## src/rtl/port_serial_tx.sv

```systemverilog
// Port-mapped serial transmitter: IN/OUT port responder feeding a small TX FIFO
// that a baud-divided shifter drains as 8N1 frames on a one-wire line.
module port_serial_tx #(
   parameter int                   WORD_SIZE   = 16,
   parameter logic [WORD_SIZE-1:0] BASE_ADDR   = 16'h0010,
   parameter int                   FIFO_DEPTH  = 4,
   parameter logic [WORD_SIZE-1:0] DEFAULT_DIV = 16'd9
) (
   input  logic                 clk,
   input  logic                 do_reset,
   input  logic [WORD_SIZE-1:0] portaddr,
   input  logic [WORD_SIZE-1:0] portval,
   input  logic                 portget,
   input  logic                 portset,
   output logic [WORD_SIZE-1:0] portout,
   output logic                 tx,
   output logic                 tx_busy
);

   localparam int PW = $clog2(FIFO_DEPTH);
   localparam int CW = $clog2(FIFO_DEPTH + 1);
   localparam logic [WORD_SIZE-1:0] ADDR_DATA   = BASE_ADDR;
   localparam logic [WORD_SIZE-1:0] ADDR_STATUS = BASE_ADDR + WORD_SIZE'(1);
   localparam logic [WORD_SIZE-1:0] ADDR_DIV    = BASE_ADDR + WORD_SIZE'(2);

   typedef enum logic [1:0] {S_IDLE, S_START, S_DATA, S_STOP} state_t;

   state_t               r_state;
   state_t               w_state_next;
   logic [7:0]           r_mem [FIFO_DEPTH];
   logic [PW-1:0]        r_wr_ptr;
   logic [PW-1:0]        r_rd_ptr;
   logic [CW-1:0]        r_count;
   logic                 r_overflow;
   logic [WORD_SIZE-1:0] r_div;
   logic [WORD_SIZE-1:0] r_reload;
   logic [WORD_SIZE-1:0] r_timer;
   logic [2:0]           r_bitcnt;
   logic [7:0]           r_shift;
   logic                 r_tx;
   logic                 r_busy;
   logic [WORD_SIZE-1:0] r_portout;

   logic                 w_hit_data;
   logic                 w_hit_status;
   logic                 w_hit_div;
   logic                 w_push;
   logic                 w_push_ok;
   logic                 w_pop;
   logic                 w_full;
   logic                 w_empty;
   logic                 w_shift_en;
   logic [WORD_SIZE-1:0] w_status;
   logic [WORD_SIZE-1:0] w_reload_next;
   logic [WORD_SIZE-1:0] w_timer_next;
   logic [2:0]           w_bitcnt_next;
   logic                 w_tx_next;
   logic                 w_busy_next;

   assign w_hit_data   = (portaddr == ADDR_DATA);
   assign w_hit_status = (portaddr == ADDR_STATUS);
   assign w_hit_div    = (portaddr == ADDR_DIV);
   assign w_full       = (r_count == CW'(FIFO_DEPTH));
   assign w_empty      = (r_count == '0);
   assign w_push       = portset && w_hit_data;
   // A pop in the same cycle frees a slot, so a push into a full FIFO still lands.
   assign w_push_ok    = w_push && (!w_full || w_pop);

   assign portout = r_portout;
   assign tx      = r_tx;
   assign tx_busy = r_busy;

   always_comb begin
      w_status      = '0;
      w_status[0]   = r_busy;
      w_status[1]   = w_full;
      w_status[2]   = w_empty;
      w_status[3]   = r_overflow;
      w_status[8:4] = 5'(r_count);
   end

   always_comb begin
      w_state_next  = r_state;
      w_pop         = 1'b0;
      w_shift_en    = 1'b0;
      w_reload_next = r_reload;
      w_timer_next  = r_timer;
      w_bitcnt_next = r_bitcnt;
      case (r_state)
         S_IDLE: begin
            if (!w_empty) begin
               w_pop         = 1'b1;
               w_reload_next = r_div;
               w_timer_next  = r_div;
               w_state_next  = S_START;
            end
         end
         S_START: begin
            if (r_timer == '0) begin
               w_timer_next  = r_reload;
               w_bitcnt_next = 3'd0;
               w_state_next  = S_DATA;
            end else begin
               w_timer_next = r_timer - WORD_SIZE'(1);
            end
         end
         S_DATA: begin
            if (r_timer == '0) begin
               w_timer_next = r_reload;
               w_shift_en   = 1'b1;
               if (r_bitcnt == 3'd7) begin
                  w_state_next = S_STOP;
               end else begin
                  w_bitcnt_next = r_bitcnt + 3'd1;
               end
            end else begin
               w_timer_next = r_timer - WORD_SIZE'(1);
            end
         end
         S_STOP: begin
            if (r_timer == '0) begin
               // Chain straight into the next frame when data is waiting.
               if (!w_empty) begin
                  w_pop         = 1'b1;
                  w_reload_next = r_div;
                  w_timer_next  = r_div;
                  w_state_next  = S_START;
               end else begin
                  w_state_next = S_IDLE;
               end
            end else begin
               w_timer_next = r_timer - WORD_SIZE'(1);
            end
         end
         default: w_state_next = S_IDLE;
      endcase

      case (w_state_next)
         S_START: w_tx_next = 1'b0;
         S_DATA:  w_tx_next = w_shift_en ? r_shift[1] : r_shift[0];
         default: w_tx_next = 1'b1;
      endcase
      w_busy_next = (w_state_next != S_IDLE);
   end

   always_ff @(posedge clk) begin
      if (w_push_ok) begin
         r_mem[r_wr_ptr] <= portval[7:0];
      end
   end

   always_ff @(posedge clk) begin
      if (do_reset) begin
         r_state    <= S_IDLE;
         r_wr_ptr   <= '0;
         r_rd_ptr   <= '0;
         r_count    <= '0;
         r_overflow <= 1'b0;
         r_div      <= DEFAULT_DIV;
         r_reload   <= DEFAULT_DIV;
         r_timer    <= '0;
         r_bitcnt   <= 3'd0;
         r_shift    <= 8'h00;
         r_tx       <= 1'b1;
         r_busy     <= 1'b0;
         r_portout  <= '0;
      end else begin
         r_state  <= w_state_next;
         r_reload <= w_reload_next;
         r_timer  <= w_timer_next;
         r_bitcnt <= w_bitcnt_next;
         r_tx     <= w_tx_next;
         r_busy   <= w_busy_next;
         if (w_pop) begin
            r_shift <= r_mem[r_rd_ptr];
         end else if (w_shift_en) begin
            r_shift <= {1'b0, r_shift[7:1]};
         end
         if (w_push_ok) begin
            r_wr_ptr <= r_wr_ptr + PW'(1);
         end
         if (w_pop) begin
            r_rd_ptr <= r_rd_ptr + PW'(1);
         end
         r_count <= r_count + CW'(w_push_ok) - CW'(w_pop);
         // A fresh drop wins over a simultaneous STATUS read clearing the flag.
         if (w_push && w_full && !w_pop) begin
            r_overflow <= 1'b1;
         end else if (portget && w_hit_status) begin
            r_overflow <= 1'b0;
         end
         if (portset && w_hit_div) begin
            r_div <= portval;
         end
         if (portget) begin
            if (w_hit_data) begin
               r_portout <= '0;
            end else if (w_hit_status) begin
               r_portout <= w_status;
            end else if (w_hit_div) begin
               r_portout <= r_div;
            end
         end
      end
   end

endmodule

```

## config.mk

```make
export PLATFORM = sky130hd
export DESIGN_NAME = port_serial_tx
export DESIGN_NICKNAME = d
export VERILOG_FILES = /design/src/rtl/port_serial_tx.sv
export SDC_FILE = /design/constraint.sdc
export NUM_CORES = 1
export LEC_CHECK = 0
export CAP_MARGIN = 15
export CORE_AREA = 5 5 117 119
export DETAILED_ROUTE_END_ITERATION = 10
export DIE_AREA = 0 0 122 124
export PLACE_DENSITY = 0.62
export RECOVER_POWER = 50
export SKIP_CTS_REPAIR_TIMING = 1
export SYNTH_ARGS = -nofsm -noshare
export SYNTH_HDL_FRONTEND = slang
export SYNTH_SLANG_ARGS = --single-unit
```

## constraint.sdc

```tcl
create_clock -name clk -period 4 [get_ports clk]
set_input_delay 0.4 -clock clk [delete_from_list [all_inputs] [get_ports clk]]
set_output_delay 0.4 -clock clk [all_outputs]
set_load 0.01 [all_outputs]
```

Yosys cells after proc, flatten, opt, wreduce, memory -nomap -nowiden

Memory sizes are Yosys's and may differ from the RTL's. A register that Yosys moved wholly into a read port is not among the register bits.
Cells that the tools add are included.

$add $sub $neg: 6
Equality and inequality tests: 14
Reductions and logical operators: 22
Mux-type cells: 36

Operators with widths:

| operator                                           | number |
|---|---|
| two-way mux 16 bit                                 | 8 |
| == test 16 x 5 -> 1 bit, second input constant     | 3 |
| case mux 16 bit (3 select lines)                   | 1 |
| case mux 16 bit (2 select lines)                   | 1 |
| zero test 16 bit                                   | 1 |
| two-way mux 8 bit                                  | 2 |
| subtractor 16 x 1 -> 16 bit, second input constant | 1 |
| two-way mux 2 bit                                  | 7 |
| two-way mux 1 bit                                  | 10 |
| nonzero test 2 bit                                 | 5 |
| two-way mux 3 bit                                  | 3 |
| inequality test 2 bit, second input constant       | 4 |
| case mux 2 bit (4 select lines)                    | 1 |
| == test 2 bit, second input constant               | 3 |
| == test 3 bit, second input constant               | 2 |
| logical AND 1 bit                                  | 6 |
| case mux 3 bit (2 select lines)                    | 1 |
| adder 2 x 1 -> 2 bit, second input constant        | 2 |
| == test 2 x 1 -> 1 bit, second input constant      | 2 |
| case mux 1 bit (2 select lines)                    | 2 |
| AND reduction 2 bit                                | 2 |
| AND reduction 4 bit                                | 1 |
| adder 3 x 1 -> 3 bit                               | 1 |
| adder 3 x 1 -> 3 bit, second input constant        | 1 |
| 7 further kinds                                    | 8 |

Bits of input ports: 36
Memories kept: 1
Bits in writable memories: 32
Output and inout port bits: 18
Register bits after elaboration: 87

Memory list:

| name  | words | width | read ports | clocked after memory_dff | wr ports | line | source |
|---|---|---|---|---|---|---|---|
| r_mem | 4     | 8     | 1          | 1                        | 1        | 30   | `logic [7:0] r_mem [FIFO_DEPTH];` |

Depth between registers and ports, before layout

Gate-level depths: netlist of run 1.

Word-level depth: 8
Gate-level depth with buffers: 15
Gate-level depth less buffers: 14

Least setup slack after synthesis of run 1

Ideal clock, no wire load.

Kind: reg2reg
Start: register r_state[0]
End: register r_count[2]
Cell stages (with the launch flop): 16
Data arrival time: 3.305 ns
Required time: 3.872 ns
Slack: 0.568 ns
Cell sequence: dfxtp_1 > ha_1 > clkbuf_1 > inv_1 > or4_1 > o2bb2a_4 > buf_6 > a211oi_4 > inv_1 > ha_1 > inv_1 > ha_1 > fa_1 > xnor2_1 > xnor2_1 > nor2_1

Cells in the longest elaborated chain, start to end: 6

RTL lines:

| element                                                 | line | source |
|---|---|---|
| from (decl)                                             | 28   | `state_t r_state;` |
| from (signal assigned)                                  | 168  | `r_state <= w_state_next;` |
| == test 2 bit / zero test 2 bit (equally long branches) | 89   | `case (r_state)` |
| case mux 1 bit (2 select lines) (*)                     | 89   |  |
| logical OR 1 bit                                        | 67   | `assign w_push_ok = w_push && (!w_full \|\| w_pop);` |
| logical AND 1 bit                                       | 67   |  |
| adder 3 x 1 -> 3 bit                                    | 185  | `r_count <= r_count + CW'(w_push_ok) - CW'(w_pop);` |
| subtractor 3 x 1 -> 3 bit (*)                           | 185  |  |
| to (signal assigned)                                    | 185  |  |
| to (decl)                                               | 33   | `logic [CW-1:0] r_count;` |

Mark *: on every way between the ends. The rest lies on a longest branch, timed or not.
A chain may end at the register's enable or synchronous reset.

Worst setup path after layout of run 1

Ends and elaborated chain as after synthesis.

==> out/results.txt, run 1 <==
Sw Ratio -> 35.64%
number of synthesized register bits -> 121
maxcap violations -> 0
clock buffer depth -> 2
H-tree depth -> 4
antenna fix cells -> 0
Core Rows -> 41
ys flop type -> dfxtp_1
sequential fraction of the synthesis area -> 50.34%
CP Capture Type -> register
fraction of registers with async set/reset -> 0%
Slew @ Worst Pin -> 1.194 ns
R2R setup slack -> 0.35 ns
fin area -> 6694 sq um
synthesized instance count -> 555
initial core utilization -> 43.70%
syn nets -> 606
origin of the critical flop-to-flop path -> r_state[0]$_SDFF_PP0_
Worst Setup SP -> r_state[0]$_SDFF_PP0_
VDD IR-drop max -> 0.3611 mV
detailed-route via count -> 4,212
DR pass1 iterations -> 5
P_leak -> 2.510 nW
chip width -> 122 microns
crit path time final -> 3.648 ns
Num CTS Buffers -> 17
Routed Antenna Nets -> 0
global-route wire length before repair -> 21.53 mm
initial antenna violation count -> 0
status -> finished, final reports clean
Post-synth EDFFs -> 32
simple-gate portion of the synthesized area -> 17.52%
P_int -> 0.003060 W
Syn. warnings -> 0
pwr dens -> 710.2 nW/um^2
final wirelength -> 13.17 mm
RSZ-0062 raised after global routing -> no
largest net degree at the start of global routing -> 78
critical path peak fanout -> 18
WP data arrival -> 3.92 ns
Req. time, crit path -> 4.27 ns
combinational power share -> 37.2%
hpwl dp -> 9.172 mm
Final period util -> 91.21%
fin. max-slew vios -> 0
Clk pwr share -> 31.0%
global route overflow -> 0
synth unique cells -> 57
Final TNS setup -> 0 ns
post-DR wirelength/cell -> 16.65 microns
vias in the first global route -> 4,127
Net Sw Power -> 0.001694 W
clk_skew -> 0.01261 ns
GRT Total Usage -> 18.75%
io pins -> 54
Die Span Y -> 124 microns
DR iter-0 viols -> 306
final setup fails -> 0
drc violations -> 0
GPL Wtd Cong -> 0.7936
Slew headroom -> 20.42%
reg-to-reg endpoint -> r_count[2]$_SDFF_PP0_
Reg power frac -> 31.9%
CP endpoint -> r_count[2]$_SDFF_PP0_
Final Hold Viols -> 0
Post-DP Area -> 6138 sq um
nets@finish -> 657
clock-pin slew on the worst setup and hold paths -> 0.05 ns
Layout area overhead -> 22.88%
XOR/XNOR share of the synthesized area -> 2.251%
Worst Reg-to-Reg Cells -> 13
Root Buffer -> clkbuf_16
main combinational cell family by area after synthesis -> simple AND/OR/NAND/NOR gates
Max Freq -> 0.2741 GHz
Clock Sinks -> 121
Die ar. -> 15,130 sq um
mux contribution to synthesized area -> 8.452%
Syn Area/Cell -> 9.816 sq um
Worst Hold Class -> register to register
CP Class -> register to register
insertion delay to the later sink of the worst-skew pair -> 0.42 ns
crit start category -> register
input/output buffers -> 53
cell area after synthesis -> 5448 sq um
core area -> 12,470 sq um
vias per cell -> 5.325
CTS tree -> done
layout cells sized above 1 -> 8.401%
share of synthesized cell area in full adder, half adder and majority cells -> 3.583%
Synth Area in Compound Gates -> 14.40%
[power groups by stage]
stage               combinational (W)  clock, W  sequential [W]
global placement              0.00177         0         0.00153
detailed placement            0.00179         0         0.00154
finish                        0.00177   0.00147         0.00151
global route                  0.00196   0.00157         0.00154
floorplan                     0.00134         0         0.00149
CTS                           0.00181   0.00150         0.00151
[logic make-up (layout without fill, tap and decap cells)]
family                   after synthesis  in the layout
adder cells (fa/ha/maj)               15             15
AO/OA/AOI/OAI                        115            115
flip-flops                           121            121
AND/OR/NAND/NOR                      208            208
multiplexers                          36             36
buffers and inverters                 46            110
XOR/XNOR                              14             14
[routing by layer]
metal / vias to the layer above / track usage [%] / share of wire (%)
met5: - / 0 / 0
met4: 0 / 7.003 / 1.6
met3: 13 / 5.631 / 6.1
met2: 110 / 29.42 / 45
met1: 1996 / 24.58 / 47
li1: 2093 / - / -
[cell usage after synthesis, types with 3 or more instances]
cell type | instances | area share (%)
ha_1 | 14 | 3.2
a21oi_1 | 36 | 3.3
xor2_1 | 5 | 0.80
inv_1 | 14 | 0.96
mux4_2 | 8 | 3.3
buf_2 | 3 | 0.28
a21o_1 | 6 | 0.83
or4_1 | 4 | 0.55
nor4_1 | 5 | 0.57
edfxtp_1 | 32 | 18
nand4_1 | 4 | 0.46
o22ai_1 | 7 | 0.80
and2_1 | 5 | 0.57
or3_1 | 3 | 0.34
a311oi_1 | 10 | 1.6
nand3_1 | 13 | 1.2
mux2i_1 | 28 | 5.1
o21ai_0 | 15 | 1.4
a22oi_1 | 13 | 1.8
nor2_1 | 70 | 4.8
nand2_1 | 73 | 5.0
nor3_1 | 7 | 0.64
nor2b_1 | 5 | 0.57
buf_1 | 3 | 0.21
a211oi_1 | 5 | 0.69
clkbuf_1 | 24 | 1.7
a211o_1 | 7 | 1.1
dfxtp_1 | 89 | 33
nand2b_1 | 5 | 0.57
xnor2_1 | 9 | 1.4
[critical path: stages (launching register included)]
cell	delay [ns]
dfxtp_1	0.41
inv_1	0.12
ha_1	0.44
or4_1	0.56
o2bb2a_4	0.30
a211oi_4	0.34
inv_1	0.10
ha_1	0.28
inv_1	0.04
ha_1	0.18
fa_1	0.38
xnor2_1	0.17
xnor2_1	0.13
nor2_1	0.05
[final cells by class]
type	count	area, sq um
well taps	172	215.2
flip-flops and latches	121	2743
repair buffers	64	596.8
inverters	14	52.55
multi-input cells	388	2520
fillers	1128	5772
clock buffers	19	432.9
clock inverters	13	133.9
[cells in the final DEF (no fill, tap or decap), drive strengths merged, types with 8 or more instances in the layout]
master         Yosys  final
nor2              70     70
clkinv             0     10
inv               14     14
dlygate4sd3        0     27
a21oi             36     36
edfxtp            32     32
buf                8      9
o21ai             16     16
dfxtp             89     89
mux4               8      8
nand2             73     73
clkdlybuf4s50      0     25
clkbuf            24     22
nor3               8      8
ha                14     14
xnor2              9      9
mux2i             28     28
a311oi            10     10
a22oi             13     13
nand3             13     13
[worst min-delay path by stage]
stage / from / end / cells after the start
2_1_floorplan: r_reload[11]$_SDFFE_PP0P_ / r_timer[11]$_SDFF_PP0_ / 1
3_3_place_gp: r_reload[11]$_SDFFE_PP0P_ / r_timer[11]$_SDFF_PP0_ / 1
3_5_place_dp: r_reload[9]$_SDFFE_PP0P_ / r_timer[9]$_SDFF_PP0_ / 1
4_1_cts: r_reload[9]$_SDFFE_PP0P_ / r_timer[9]$_SDFF_PP0_ / 1
5_1_grt: r_reload[1]$_SDFFE_PP0P_ / r_reload[1]$_SDFFE_PP0P_ / 2
6_report: r_reload[9]$_SDFFE_PP0P_ / r_timer[9]$_SDFF_PP0_ / 1
[per-stage QoR]
stage / util (%) / total power (W) / hold slack [ns] / cells / setup slack, ns
floorplan: - / 0.002830 / 0.4261 / 555 / 0.5677
global placement: 49.24 / 0.003306 / 0.4317 / 759 / 0.4334
detailed placement: 49.24 / 0.003332 / 0.4419 / 759 / 0.3626
CTS: 53.79 / 0.004822 / 0.4526 / 791 / 0.3470
global route: 53.70 / 0.005066 / 0.4738 / 791 / 0.07375
finish: 53.70 / 0.004754 / 0.4539 / 791 / 0.3517
[sequential cells by signal, summed over array words and instances (netlist names), named ones only]
| register | cells |
|---|---|
| r_mem | 32 |
| portout | 16 |
| r_div | 16 |
| r_reload | 16 |
| r_timer | 16 |
| r_shift | 8 |
| r_bitcnt | 3 |
| r_count | 3 |
| r_rd_ptr | 2 |
| r_state | 2 |
| r_wr_ptr | 2 |
| r_overflow | 1 |
| tx | 1 |
| tx_busy | 1 |
Power figures use the tool's default switching activity.
==> run 2: changes to the inputs <==
--- a/config.mk
+++ b/config.mk
@@ -10,7 +10,6 @@
 export DETAILED_ROUTE_END_ITERATION = 10
 export DIE_AREA = 0 0 122 124
 export PLACE_DENSITY = 0.62
-export RECOVER_POWER = 50
 export SKIP_CTS_REPAIR_TIMING = 1
 export SYNTH_ARGS = -nofsm -noshare
 export SYNTH_HDL_FRONTEND = slang
==> run 2 against run 1 <==
Against the previous run:
- routed wire length grew 0.26%
- worst hold slack is essentially flat
- combinational power is essentially flat
- count of clock-buffer cells in the layout is the same
- critical path type unchanged
- critical endpoint unchanged
- largest power group unchanged
- highest routed layer unchanged
==> out/results.txt, run 2 (synthesized netlist as in run 1, its figures left out) <==
Final Hold Viols -> 0 (unchanged)
Slew headroom -> 41.65% (was 20.42%)
crit path time final -> 3.648 ns (about the same)
Die Span Y -> 124 microns (unchanged)
Clock Sinks -> 121 (unchanged)
Req. time, crit path -> 4.27 ns (about the same)
crit start category -> register (unchanged)
critical path peak fanout -> 18 (unchanged)
P_leak -> 2.462 nW (was 2.510 nW)
commonest non-fill, non-tap cell in the layout -> dfxtp_1 (unchanged)
Worst Hold Class -> register to register (unchanged)
core area -> 12,470 sq um (unchanged)
GPL Wtd Cong -> 0.7936 (unchanged)
status -> finished, final reports clean (unchanged)
most frequent cells in the layout -> 89 x dfxtp_1, 73 x nand2_1, 69 x nor2_1, 52 x clkdlybuf4s50_1, 36 x a21oi_1 (was 89 x dfxtp_1, 73 x nand2_1, 69 x nor2_1, 36 x a21oi_1, 32 x edfxtp_1)
hpwl dp -> 9.172 mm (unchanged)
CP max stage cell -> or4_1 (unchanged)
cell class contributing the biggest share of worst-path delay -> adder cells (unchanged)
origin of the critical flop-to-flop path -> r_state[0]$_SDFF_PP0_ (unchanged)
Layout area overhead -> 23.08% (was 22.88%)
final wirelength -> 13.21 mm (was 13.17 mm)
Final period util -> 91.21% (about the same)
global-route wire length before repair -> 21.53 mm (unchanged)
maxcap violations -> 0 (unchanged)
clock buffer depth -> 2 (unchanged)
DR iter-0 viols -> 293 (was 306)
Worst Setup SP -> r_state[0]$_SDFF_PP0_ (unchanged)
DR pass1 iterations -> 5 (unchanged)
Die ar. -> 15,130 sq um (unchanged)
clock-pin slew on the worst setup and hold paths -> 0.05 ns (about the same)
Reg area -> 2743 sq um (unchanged)
largest net degree at the start of global routing -> 78 (unchanged)
H-tree depth -> 4 (unchanged)
hold_sp -> r_reload[10]$_SDFFE_PP0P_ (was r_reload[9]$_SDFFE_PP0P_)
worst stage delay on the critical path -> 0.56 ns (about the same)
VDD IR-drop max -> 0.3617 mV (was 0.3611 mV)
chip width -> 122 microns (unchanged)
initial core utilization -> 43.70% (unchanged)
GRT Total Usage -> 18.75% (unchanged)
antenna fix cells -> 0 (unchanged)
buffers plus inverters on the worst setup path -> 3 (unchanged)
Root Buffer -> clkbuf_16 (unchanged)
total power -> 0.004792 W (was 0.004754 W)
Routed Antenna Nets -> 0 (unchanged)
global route overflow -> 0 (unchanged)
layout cells sized above 1 -> 8.885% (was 8.401%)
Slew @ Worst Pin -> 0.8720 ns (was 1.194 ns)
WP data arrival -> 3.92 ns (about the same)
RSZ-0062 raised after global routing -> no (unchanged)
Layout Utilization -> 53.79% (was 53.70%)
critical-path cell list -> inv_1 -> ha_1 -> or4_1 -> o2bb2a_4 -> a211oi_4 -> inv_1 -> ha_1 -> inv_1 -> ha_1 -> fa_1 -> xnor2_1 -> xnor2_1 -> nor2_1 (unchanged)
insertion delay to the later sink of the worst-skew pair -> 0.42 ns (about the same)
Max Freq -> 0.2741 GHz (about the same)
drc violations -> 0 (unchanged)
io pins -> 54 (unchanged)
CP Capture Type -> register (unchanged)
vias in the first global route -> 4,127 (unchanged)
Final TNS setup -> 0 ns (unchanged)
clk_skew -> 0.01276 ns (was 0.01261 ns)
Core Rows -> 41 (unchanged)
Num CTS Buffers -> 17 (unchanged)
detailed-route via count -> 4,231 (was 4,212)
post-DR wirelength/cell -> 16.70 microns (was 16.65 microns)
CP Class -> register to register (unchanged)
max FFs per register -> 32 (unchanged)
Top reg by flops -> r_mem (unchanged)
final setup fails -> 0 (unchanged)
CTS tree -> done (unchanged)
nets@finish -> 657 (unchanged)
initial antenna violation count -> 0 (unchanged)
Placement Setup Slack -> 0.3626 ns (unchanged)
Multi-input gate area -> 2520 sq um (unchanged)
FILL cells -> 1,126 (was 1,128)
worst path setup slack after routing -> 0.3516 ns (was 0.3517 ns)
vias per cell -> 5.349 (was 5.325)
fin. max-slew vios -> 0 (unchanged)
input/output buffers -> 53 (unchanged)
pwr dens -> 714.6 nW/um^2 (was 710.2 nW/um^2)
[run 2: area by class of cell]
class                   count  share of cell area [%]
flip-flops and latches    121                   40.90
clock buffers              19                   6.456
well taps                 172                   3.210
multi-input cells         388                   37.58
clock inverters            13                   1.997
inverters                  14                  0.7837
repair buffers             64                   9.069
[run 2: worst register-to-register path, stage by stage, from the launching register on]
cell and delay [ns]:
dfxtp_1 0.41, inv_1 0.12, ha_1 0.44, or4_1 0.56, o2bb2a_4 0.30, a211oi_4 0.34, inv_1 0.10, ha_1 0.28
inv_1 0.04, ha_1 0.18, fa_1 0.38, xnor2_1 0.17, xnor2_1 0.13, nor2_1 0.05
[run 2: power by group]
group          leakage, nW  internal (W)  switching [W]
combinational         1.17      0.000747        0.00106
clock                0.282      0.000960       0.000513
sequential            1.01       0.00139       0.000129
total                 2.46       0.00309        0.00170
[run 2: through the flow]
step                instance area, sq um  cells  hold WS [ns]
detailed placement                  6138    759        0.4419
global route                        6705    791        0.4738
finish                              6705    791        0.4539
floorplan                           5448    555        0.4261
global placement                    6138    759        0.4317
CTS                                 6705    791        0.4526
[run 2: worst paths after layout]
| check | endpoint | slack (ns) | cells past startpoint |
|---|---|---|---|
| worst min-delay path | r_reload[10]$_SDFFE_PP0P_ | 0.45 | 2 |
| worst min register to register | r_reload[10]$_SDFFE_PP0P_ | 0.45 | 2 |
| worst max-delay path | r_count[2]$_SDFF_PP0_ | 0.35 | 13 |
| worst max register to register | r_count[2]$_SDFF_PP0_ | 0.35 | 13 |
[run 2: layer usage]
layer  GRT usage, %  routed length (microns)  up-vias
li1               -                        -     2094
met1          24.58                     6057     1992
met2          29.42                     6013      131
met3          5.631                      927       14
met4          7.003                      208        0
met5              0                        0        -
==> run 3: changes to the inputs <==
--- a/config.mk
+++ b/config.mk
@@ -5,6 +5,7 @@
 export SDC_FILE = /design/constraint.sdc
 export NUM_CORES = 1
 export LEC_CHECK = 0
+export ABC_CLOCK_PERIOD_IN_PS = 4000
 export CAP_MARGIN = 15
 export CORE_AREA = 5 5 117 119
 export DETAILED_ROUTE_END_ITERATION = 10
==> results of run 3 <==
No change in the layout: final DEF, timing and power equal those of run 2.
